File: src/rtl/sha256_round_core_if.sv
// ---------------------------------------------------------------------------
// sha256_round_core_if
//   Bundles every signal of sha256_round_core except clk/rst.
//   master : the round core itself (consumes Wt, produces the digest).
//   slave  : the surroundings, i.e. the schedule block plus the hash/nonce
//            controller that issues start/h_in and collects h_out/done.
//
//   Handshake: start is a request sampled only while the core is idle; it is
//   not queued and is ignored while busy. done is a single-cycle pulse that
//   marks h_out valid. wt_in must be valid combinationally in every cycle with
//   sched_en=1 and is the word for round index r_cntr; the schedule advances
//   once per sched_en cycle.
//
//   Signals
//     start     1   begin a block (slave -> master)
//     h_in      256 chaining value, H0 in [255:224] (slave -> master)
//     wt_in     32  schedule word Wt (slave -> master)
//     r_cntr    6   current round index t (master -> slave)
//     sched_en  1   schedule enable, high only while rounds run
//     busy      1   high while rounds or the final add run
//     done      1   one-cycle pulse, h_out valid
//     h_out     256 H_in + a..h per word, H0 in [255:224]
//     core_id   4   static core index for multi-core setups
//     state_dbg 2   FSM state (0 idle, 1 round, 2 final)
// ---------------------------------------------------------------------------
interface sha256_round_core_if;
    logic         start;
    logic [255:0] h_in;
    logic [31:0]  wt_in;
    logic [5:0]   r_cntr;
    logic         sched_en;
    logic         busy;
    logic         done;
    logic [255:0] h_out;
    logic [3:0]   core_id;
    logic [1:0]   state_dbg;

    modport master (
        input  start, h_in, wt_in,
        output r_cntr, sched_en, busy, done, h_out, core_id, state_dbg
    );

    modport slave (
        output start, h_in, wt_in,
        input  r_cntr, sched_en, busy, done, h_out, core_id, state_dbg
    );
endinterface

File: src/rtl/sha256_round_core.sv
// ---------------------------------------------------------------------------
// sha256_round_core
//   Runs the SHA-256 compression rounds for one 512-bit block at a time.
//   The message schedule lives in a separate block; this core drives its
//   round counter and enable and consumes one Wt per round cycle. After
//   NROUNDS rounds the chaining value is added back and presented on h_out
//   together with a one-cycle done pulse.
//
//   Ports
//     clk  in  clock, all state changes on posedge
//     rst  in  asynchronous active-high reset
//     bus  sha256_round_core_if.master (start/h_in/wt_in in,
//          r_cntr/sched_en/busy/done/h_out/core_id/state_dbg out)
// ---------------------------------------------------------------------------
module sha256_round_core #(
    parameter logic [3:0] CORE    = 4'b0,
    parameter int         NROUNDS = 64
) (
    input  logic                 clk,
    input  logic                 rst,
    sha256_round_core_if.master  bus
);

    typedef enum logic [1:0] {IDLE = 2'd0, ROUND = 2'd1, FINAL = 2'd2} state_t;

    localparam logic [5:0] LAST_ROUND = 6'(NROUNDS - 1);

    localparam logic [31:0] K_ROM [64] = '{
        32'h428a2f98, 32'h71374491, 32'hb5c0fbcf, 32'he9b5dba5,
        32'h3956c25b, 32'h59f111f1, 32'h923f82a4, 32'hab1c5ed5,
        32'hd807aa98, 32'h12835b01, 32'h243185be, 32'h550c7dc3,
        32'h72be5d74, 32'h80deb1fe, 32'h9bdc06a7, 32'hc19bf174,
        32'he49b69c1, 32'hefbe4786, 32'h0fc19dc6, 32'h240ca1cc,
        32'h2de92c6f, 32'h4a7484aa, 32'h5cb0a9dc, 32'h76f988da,
        32'h983e5152, 32'ha831c66d, 32'hb00327c8, 32'hbf597fc7,
        32'hc6e00bf3, 32'hd5a79147, 32'h06ca6351, 32'h14292967,
        32'h27b70a85, 32'h2e1b2138, 32'h4d2c6dfc, 32'h53380d13,
        32'h650a7354, 32'h766a0abb, 32'h81c2c92e, 32'h92722c85,
        32'ha2bfe8a1, 32'ha81a664b, 32'hc24b8b70, 32'hc76c51a3,
        32'hd192e819, 32'hd6990624, 32'hf40e3585, 32'h106aa070,
        32'h19a4c116, 32'h1e376c08, 32'h2748774c, 32'h34b0bcb5,
        32'h391c0cb3, 32'h4ed8aa4a, 32'h5b9cca4f, 32'h682e6ff3,
        32'h748f82ee, 32'h78a5636f, 32'h84c87814, 32'h8cc70208,
        32'h90befffa, 32'ha4506ceb, 32'hbef9a3f7, 32'hc67178f2
    };

    function automatic logic [31:0] ror(input logic [31:0] x, input int n);
        return (x >> n) | (x << (32 - n));
    endfunction

    state_t state_q, state_d;

    // Working registers packed so that {a,b,c,d,e,f,g,h} lines up with the
    // H0..H7 layout of h_in/h_out: word 7 is a, word 0 is h.
    logic [7:0][31:0] work_q, work_d;
    logic [7:0][31:0] hreg_q, hreg_d;
    logic [7:0][31:0] h_out_q, h_out_d;
    logic [7:0][31:0] h_sum;
    logic [7:0][31:0] round_next;
    logic [5:0]       r_cntr_q, r_cntr_d;
    logic             done_q, done_d;

    logic [31:0] wa, wb, wc, wd, we, wf, wg, wh;
    logic [31:0] big_s0, big_s1, ch, maj, t1, t2;

    assign wa = work_q[7];
    assign wb = work_q[6];
    assign wc = work_q[5];
    assign wd = work_q[4];
    assign we = work_q[3];
    assign wf = work_q[2];
    assign wg = work_q[1];
    assign wh = work_q[0];

    assign big_s1 = ror(we, 6) ^ ror(we, 11) ^ ror(we, 25);
    assign big_s0 = ror(wa, 2) ^ ror(wa, 13) ^ ror(wa, 22);
    assign ch     = (we & wf) ^ (~we & wg);
    assign maj    = (wa & wb) ^ (wa & wc) ^ (wb & wc);
    assign t1     = wh + big_s1 + ch + K_ROM[r_cntr_q] + bus.wt_in;
    assign t2     = big_s0 + maj;

    assign round_next = {t1 + t2, wa, wb, wc, wd + t1, we, wf, wg};

    always_comb begin
        h_sum = '0;
        for (int i = 0; i < 8; i++) begin
            h_sum[i] = hreg_q[i] + work_q[i];
        end
    end

    // State register
    always_ff @(posedge clk or posedge rst) begin
        if (rst) begin
            state_q <= IDLE;
        end else begin
            state_q <= state_d;
        end
    end

    // Next-state logic
    always_comb begin
        state_d = state_q;
        case (state_q)
            IDLE:    if (bus.start) state_d = ROUND;
            ROUND:   if (r_cntr_q == LAST_ROUND) state_d = FINAL;
            FINAL:   state_d = IDLE;
            default: state_d = IDLE;
        endcase
    end

    // Output logic
    always_comb begin
        bus.sched_en = 1'b0;
        bus.busy     = 1'b0;
        case (state_q)
            ROUND: begin
                bus.sched_en = 1'b1;
                bus.busy     = 1'b1;
            end
            FINAL:   bus.busy = 1'b1;
            default: ;
        endcase
    end

    // Datapath next values
    always_comb begin
        work_d   = work_q;
        hreg_d   = hreg_q;
        h_out_d  = h_out_q;
        r_cntr_d = r_cntr_q;
        done_d   = 1'b0;
        case (state_q)
            IDLE: begin
                if (bus.start) begin
                    hreg_d   = bus.h_in;
                    work_d   = bus.h_in;
                    r_cntr_d = '0;
                end
            end
            ROUND: begin
                work_d = round_next;
                // Parked at 0 on the last round so the counter never wraps
                // into a stale index during FINAL.
                r_cntr_d = (r_cntr_q == LAST_ROUND) ? 6'd0 : r_cntr_q + 6'd1;
            end
            FINAL: begin
                h_out_d  = h_sum;
                done_d   = 1'b1;
                r_cntr_d = '0;
            end
            default: ;
        endcase
    end

    always_ff @(posedge clk or posedge rst) begin
        if (rst) begin
            work_q   <= '0;
            hreg_q   <= '0;
            h_out_q  <= '0;
            r_cntr_q <= '0;
            done_q   <= 1'b0;
        end else begin
            work_q   <= work_d;
            hreg_q   <= hreg_d;
            h_out_q  <= h_out_d;
            r_cntr_q <= r_cntr_d;
            done_q   <= done_d;
        end
    end

    assign bus.r_cntr    = r_cntr_q;
    assign bus.done      = done_q;
    assign bus.h_out     = h_out_q;
    assign bus.core_id   = CORE;
    assign bus.state_dbg = state_q;

endmodule

File: src/flat_wrapper.sv
// flat-port wrapper written by rule: the top's interface ports become plain ports
module sha256_round_core_flat 
#(
    parameter logic [3:0] CORE    = 4'b0,
    parameter int         NROUNDS = 64
)
  (clk, rst, bus_start, bus_h_in, bus_wt_in, bus_r_cntr, bus_sched_en, bus_busy, bus_done, bus_h_out, bus_core_id, bus_state_dbg);
  sha256_round_core_if bus_i ();
  input  logic clk;
  input  logic rst;
  input wire logic [$bits(bus_i.start)-1:0] bus_start;
  input wire logic [$bits(bus_i.h_in)-1:0] bus_h_in;
  input wire logic [$bits(bus_i.wt_in)-1:0] bus_wt_in;
  output wire logic [$bits(bus_i.r_cntr)-1:0] bus_r_cntr;
  output wire logic [$bits(bus_i.sched_en)-1:0] bus_sched_en;
  output wire logic [$bits(bus_i.busy)-1:0] bus_busy;
  output wire logic [$bits(bus_i.done)-1:0] bus_done;
  output wire logic [$bits(bus_i.h_out)-1:0] bus_h_out;
  output wire logic [$bits(bus_i.core_id)-1:0] bus_core_id;
  output wire logic [$bits(bus_i.state_dbg)-1:0] bus_state_dbg;
  assign bus_i.start = bus_start;
  assign bus_i.h_in = bus_h_in;
  assign bus_i.wt_in = bus_wt_in;
  assign bus_r_cntr = bus_i.r_cntr;
  assign bus_sched_en = bus_i.sched_en;
  assign bus_busy = bus_i.busy;
  assign bus_done = bus_i.done;
  assign bus_h_out = bus_i.h_out;
  assign bus_core_id = bus_i.core_id;
  assign bus_state_dbg = bus_i.state_dbg;
  sha256_round_core #(.CORE(CORE), .NROUNDS(NROUNDS)) u_core (.clk(clk), .rst(rst), .bus(bus_i));
endmodule
File: config.mk
export PLATFORM = sky130hd
export DESIGN_NAME = sha256_round_core_flat
export DESIGN_NICKNAME = d
export VERILOG_FILES = /design/src/rtl/sha256_round_core_if.sv /design/src/rtl/sha256_round_core.sv /design/src/flat_wrapper.sv
export SDC_FILE = /design/constraint.sdc
export NUM_CORES = 2
export LEC_CHECK = 0
export ABC_CLOCK_PERIOD_IN_PS = 68200
export CORE_MARGIN = 3
export CORE_UTILIZATION = 35
export DETAILED_ROUTE_END_ITERATION = 6
export GPL_TIMING_DRIVEN = 0
export PLACE_DENSITY_LB_ADDON = 0.08
export RECOVER_POWER = 25
export SLEW_MARGIN = 0
export SYNTH_ARGS = -nofsm -noshare
export SYNTH_HDL_FRONTEND = slang
export SYNTH_SLANG_ARGS = --single-unit
File: constraint.sdc
create_clock -name clk -period 68.2 [get_ports clk]
set_input_delay 17.05 -clock clk [delete_from_list [all_inputs] [get_ports clk]]
set_output_delay 17.05 -clock clk [all_outputs]
set_load 0.03 [all_outputs]
---- Yosys cells after proc, flatten, opt, wreduce, memory -nomap -nowiden ----
Memories as Yosys holds them, arrays and structs flattened.
Cells that the tools add are included.
storage, ports and cells
  memories ................................ 1
  bits of input ports ..................... 291
  output and inout port bits .............. 271
  bits in registers ....................... 777
  bits in read-only memories .............. 2,048
  logic and storage cells ................. 91
memory list
  memory           words  width  read ports  clocked after memory_dff  write ports  line                     RTL
  (no name shown)  64     32     1           0                         0            sha256_round_core.sv:79  assign t1 = wh + big_s1 + ch + K_ROM[r_cntr_q] + bus.wt_in;
operators by class
  magnitude comparators ................... 1
  equal/unequal tests ..................... 5
  bitwise logic cells ..................... 20
  muxes and demuxes ....................... 13
  $add $sub $neg .......................... 16
  reductions and logical operators ........ 8
operator list
  cell                   count
  $pmux W256 S2          1
  $add A32 B32 Y32       15
  $mux W256              1
  $xor A32 B32 Y32       7
  $and A32 B32 Y32       5
  $mux W32               2
  $not A32 Y32           1
  $or A10 B32 Y32        1
  $or A19 B32 Y32        1
  $or A21 B32 Y32        1
  $or A26 B32 Y32        1
  $or A30 B32 Y32        1
  $or A7 B32 Y32         1
  $pmux W6 S3            1
  $mux W6                2
  $reduce_and A2 Y1      4
  $ge A7 B7 Y1 const B   1
  $not A6 Y7             1
  $add A6 B1 Y6 const B  1
  $eq A6 B6 Y1 const B   1
  $mux W2                2
  $pmux W2 S2            1
  $mux W1                3
  $reduce_bool A3 Y1     1
  other kinds (7)        7

---- Longest topological paths before layout ----
  depth after elaboration ................. 9
  gate-level depth with buffers ........... 42
  mapped depth without buffers ............ 40

---- Worst setup path after synthesis ----
No wires, ideal clock.
  kind .................................... input to register
  from .................................... input bus_wt_in[1]
  to ...................................... register u_core.work_q (netlist bit u_core.wa[30])
  cell stages on the path ................. 31
  required time ........................... 68,076 ps
  arrival ................................. 22,968 ps
  path slack .............................. 45,108 ps
  library setup time ...................... 124 ps
  path buffers ............................ 0
  cell sequence ........................... fa_1 -> inv_1 -> fa_1 -> fa_1 -> inv_1 -> ha_1 -> inv_1 -> fa_1 -> nor2b_1 -> o31a_1 -> o221ai_1 -> a21o_1 -> nand2_1 -> a41oi_1 -> o21ai_0 -> a21oi_1 -> xnor2_1 -> inv_1 -> fa_1 -> inv_1 -> ha_1 -> a21o_1 -> a21o_1 -> a21oi_1 -> o21ai_0 -> nor3_1 -> o31a_1 -> nor2_1 -> a41oi_1 -> mux2i_1 -> a211o_1
between the ends
  cells in the longest elaborated chain, start to end .. 3
ends and longest elaborated chain
  what                    line                      RTL
  start: declaration      flat_wrapper.sv:13        input wire logic [$bits(bus_i.wt_in)-1:0] bus_wt_in;
  $add A32 B32 Y32        sha256_round_core.sv:79
  $add A32 B32 Y32        sha256_round_core.sv:82   assign round_next = {t1 + t2, wa, wb, wc, wd + t1, we, wf, wg};
  $pmux W256 S2           sha256_round_core.sv:132  case (state_q)
  end signal: assignment  sha256_round_core.sv:163  work_q <= work_d;
  end: declaration        sha256_round_core.sv:55   logic [7:0][31:0] work_q, work_d;
Every way passes these cells.
A chain may end at the register's enable or synchronous reset.

---- Worst setup path in the final report ----
Ends and elaborated chain as after synthesis.

==> results.py <==
metrics = {
    "status": {
        "outcome": "complete, but fails checks",
        "violations": "capacitance limit, slew limit",
    },
    "worst_setup_path": {
        "start_kind": "input pin",
        "worstPathMaxFanout": 6,
        "crit_required_ps": 68800,
        "cp-end-kind": "register",
        "crit_path_start": "bus_wt_in[1]",
        "critPathArrivalTime_ps": 25630,
        "cp-endpoint": "u_core.wa[30]$_DFFE_PP0P_",
        "reg2reg_depth": 37,
        "path_class": "in2reg",
        "r2r-end": "u_core.wa[30]$_DFFE_PP0P_",
        "worst_path_largest_cell_delay_ps": 900,
        "timing.rr.start": "u_core.bus.r_cntr[0]$_DFFE_PP0P_",
        "rrSetupSlack_ps": 55300,
        "critical-path-slowest-cell": "xnor2_1",
    },
    "detailed_routing": {
        "firstDrtPassIters": 5,
        "drtIter0Drc": 3430,
        "via_per_inst": 5.58,
        "wl_um": 273000,
        "route.detailed.drc": 0,
        "ant_nets": 0,
        "routedWlPerCell_um": 31.9,
        "dr_total_vias": 47800,
    },
    "timing": {
        "period_needed_ps": 25030,
        "setup-violations-final": 0,
        "slew_headroom": -2.43,
        "finalHoldViolations": 0,
        "rsz0062_at_grt": "false",
        "clock_skew_ps": 47.9,
        "max_freq_mhz": 40.0,
        "tns_ps": 0,
        "finalMaxSlewViolations": 365,
        "worstMarginPinSlew_ps": 5140,
        "finalCritPeriodShare": 0.367,
    },
    "logic_synthesis": {
        "synth-seq-area-share": 0.352,
        "ys_warn_count": 0,
        "async_reset_ff_frac": 1.00,
        "synth-seq-cells": 777,
        "synthFlopType": "dfrtp_1",
        "syn_inst": 5726,
        "synthTopCellsByArea": "dfrtp_1, mux2_2, ha_1",
        "yosys.area_share.adder": 0.131,
        "synth_compound_area_frac": 0.172,
        "ys_types": 82,
        "synth_top_family_by_area": "compound AO/OA/AOI/OAI gates",
        "netlist_area_mm2": 0.0552,
        "synth_mux_area_frac": 0.143,
        "synthSimpleGateAreaFrac": 0.0916,
        "synth_edf_count": 0,
        "syn_avg_cell_area_um2": 9.64,
        "synth_top_area_frac": 0.352,
        "synth_top_area_cell": "dfrtp_1",
        "synthXorXnorAreaFrac": 0.0668,
    },
    "finish": {
        "drive_above_1_share": 0.108,
        "fin_nets": 7186,
        "nFillCells": 15500,
        "areaGrowthSynthToFinish_pct": 21.6,
    },
    "global_routing": {
        "grt_pass1_wl_um": 378000,
        "antenna_found_initial": 36,
        "grt_max_degree": 123,
        "grt_pass1_vias": 47800,
        "grt_use_total": 0.330,
        "grt-ovfl-total": 0,
    },
    "clock_tree": {
        "cts_setup_buffers": 0,
        "cts.sinks": 777,
        "cts_tree": "built",
        "path_clk_slew_ps": 60,
        "hold_buffers": 0,
        "cts_resized": 0,
        "clockBufferDepth": 3,
        "htree_levels": 3,
        "cts_buffers": 97,
        "clockRootBuffer": "clkbuf_16",
        "insertion_delay_ps": 750,
    },
    "die": {
        "coreArea_mm2": 0.156,
        "die_w_um": 403,
        "ioPinCount": 562,
        "start_util": 0.353,
        "num_rows": 145,
        "dieArea_mm2": 0.163,
        "die_y_um": 403,
    },
    "placed_design": {
        "gp_congestion": 1.04,
        "dp_hpwl_um": 220000,
        "portBuffers": 557,
    },
    "min_path": {
        "hold_path.class": "reg2reg",
    },
    "job": {
        "maxCapViolCount": 13,
    },
}
-- worst min-delay path by stage --
stage / from / endpoint / slack [ps] / depth (start not counted)
6_report: u_core.bus.h_out[100]$_DFFE_PP0P_ / u_core.bus.h_out[100]$_DFFE_PP0P_ / 480 / 1
5_1_grt: u_core.bus.h_out[77]$_DFFE_PP0P_ / u_core.bus.h_out[77]$_DFFE_PP0P_ / 510 / 1
4_1_cts: u_core.bus.h_out[100]$_DFFE_PP0P_ / u_core.bus.h_out[100]$_DFFE_PP0P_ / 480 / 1
3_5_place_dp: u_core.bus.h_out[100]$_DFFE_PP0P_ / u_core.bus.h_out[100]$_DFFE_PP0P_ / 470 / 1
3_3_place_gp: u_core.bus.h_out[100]$_DFFE_PP0P_ / u_core.bus.h_out[100]$_DFFE_PP0P_ / 470 / 1
2_1_floorplan: u_core.wh[10]$_DFFE_PP0P_ / u_core.wh[10]$_DFFE_PP0P_ / 480 / 2
-- critical path, delay by kind of cell --
family / cells / cell delay (ps)
adder cells (fa/ha/maj): 7 / 3150
multiplexers: 1 / 120
XOR/XNOR: 1 / 900
AND/OR/NAND/NOR: 3 / 400
AO/OA/AOI/OAI: 13 / 2960
buffers and inverters: 6 / 1030
-- metrics by stage --
step,setup WS [ps],utilization,hold slack [ps],cell area (µm²),cells
final,43170,0.429,479,67200,8565
after global routing,42710,0.429,510,67100,8546
after CTS,43380,0.430,483,67200,8539
after detailed placement,42660,0.408,469,63800,8359
after global placement,17530,0.405,467,63400,8344
after floorplan,29340,-,478,55200,5729
-- placed cells by master, fill, tap and decap left out, types with 247 or more instances in the layout --
master	instances
dfrtp_1	777
clkdlybuf4s50_1	555
o21ai_0	501
nand2_1	487
mux2_2	471
a21oi_1	410
ha_1	362
inv_1	339
clkbuf_1	286
xnor2_1	283
mux2i_1	247
-- cells by family (layout without fill, tap and decap cells) --
family / Yosys count / in the layout
xor gates and xnor gates: 421 / 421
muxes: 723 / 723
DFF: 777 / 777
AOI/OAI and AO/OA: 1541 / 1541
other: 1 / 30
adders and majority gates: 498 / 498
buffers and inverters: 641 / 1393
and+or+nand+nor: 1124 / 1124
-- synthesized netlist by cell type, types with 11 or more instances --
cell,n
o311ai_0,12
a21oi_1,409
nand2_1,487
o21bai_1,44
a31oi_1,51
ha_1,362
o21a_1,49
o211ai_1,28
nor3_1,83
a31o_2,11
fa_1,133
a211o_1,20
mux2_2,471
buf_1,32
or3_1,23
a211oi_1,32
clkbuf_1,260
o31ai_1,32
mux2i_1,247
nor2b_1,42
dfrtp_1,777
nor2_1,244
a221oi_1,13
nand4_1,23
xnor2_1,283
or2_2,15
nand3_1,74
and3_1,40
o21ai_0,501
xor2_1,138
o31a_1,12
inv_1,340
a21boi_0,18
nand2b_1,48
a21o_1,192
-- metal layers --
| layer | vias to the layer above | wire, µm | global-route usage |
|---|---|---|---|
| met5 | - | 163 | 0 |
| met4 | 24 | 13800 | 0.136 |
| met3 | 447 | 17500 | 0.0645 |
| met2 | 1634 | 131000 | 0.563 |
| met1 | 24000 | 111000 | 0.407 |
| li1 | 21700 | - | - |
-- layout make-up --
cell class              count  area, µm²  area share
diodes                     26       65.1    0.000969
plain buffers             299       1150      0.0171
clock buffers             132       2780      0.0414
clock inverters            48        687      0.0102
inverters                 342       1280      0.0191
multi-input cells        4311      33300       0.496
flip-flops and latches    777      19400       0.290
well taps                2058       2570      0.0383
repair buffers            572       5830      0.0868
Power is left out: the tool's default activity adds up to more than one toggle a clock period on the data nets, which glitch-free logic cannot reach.
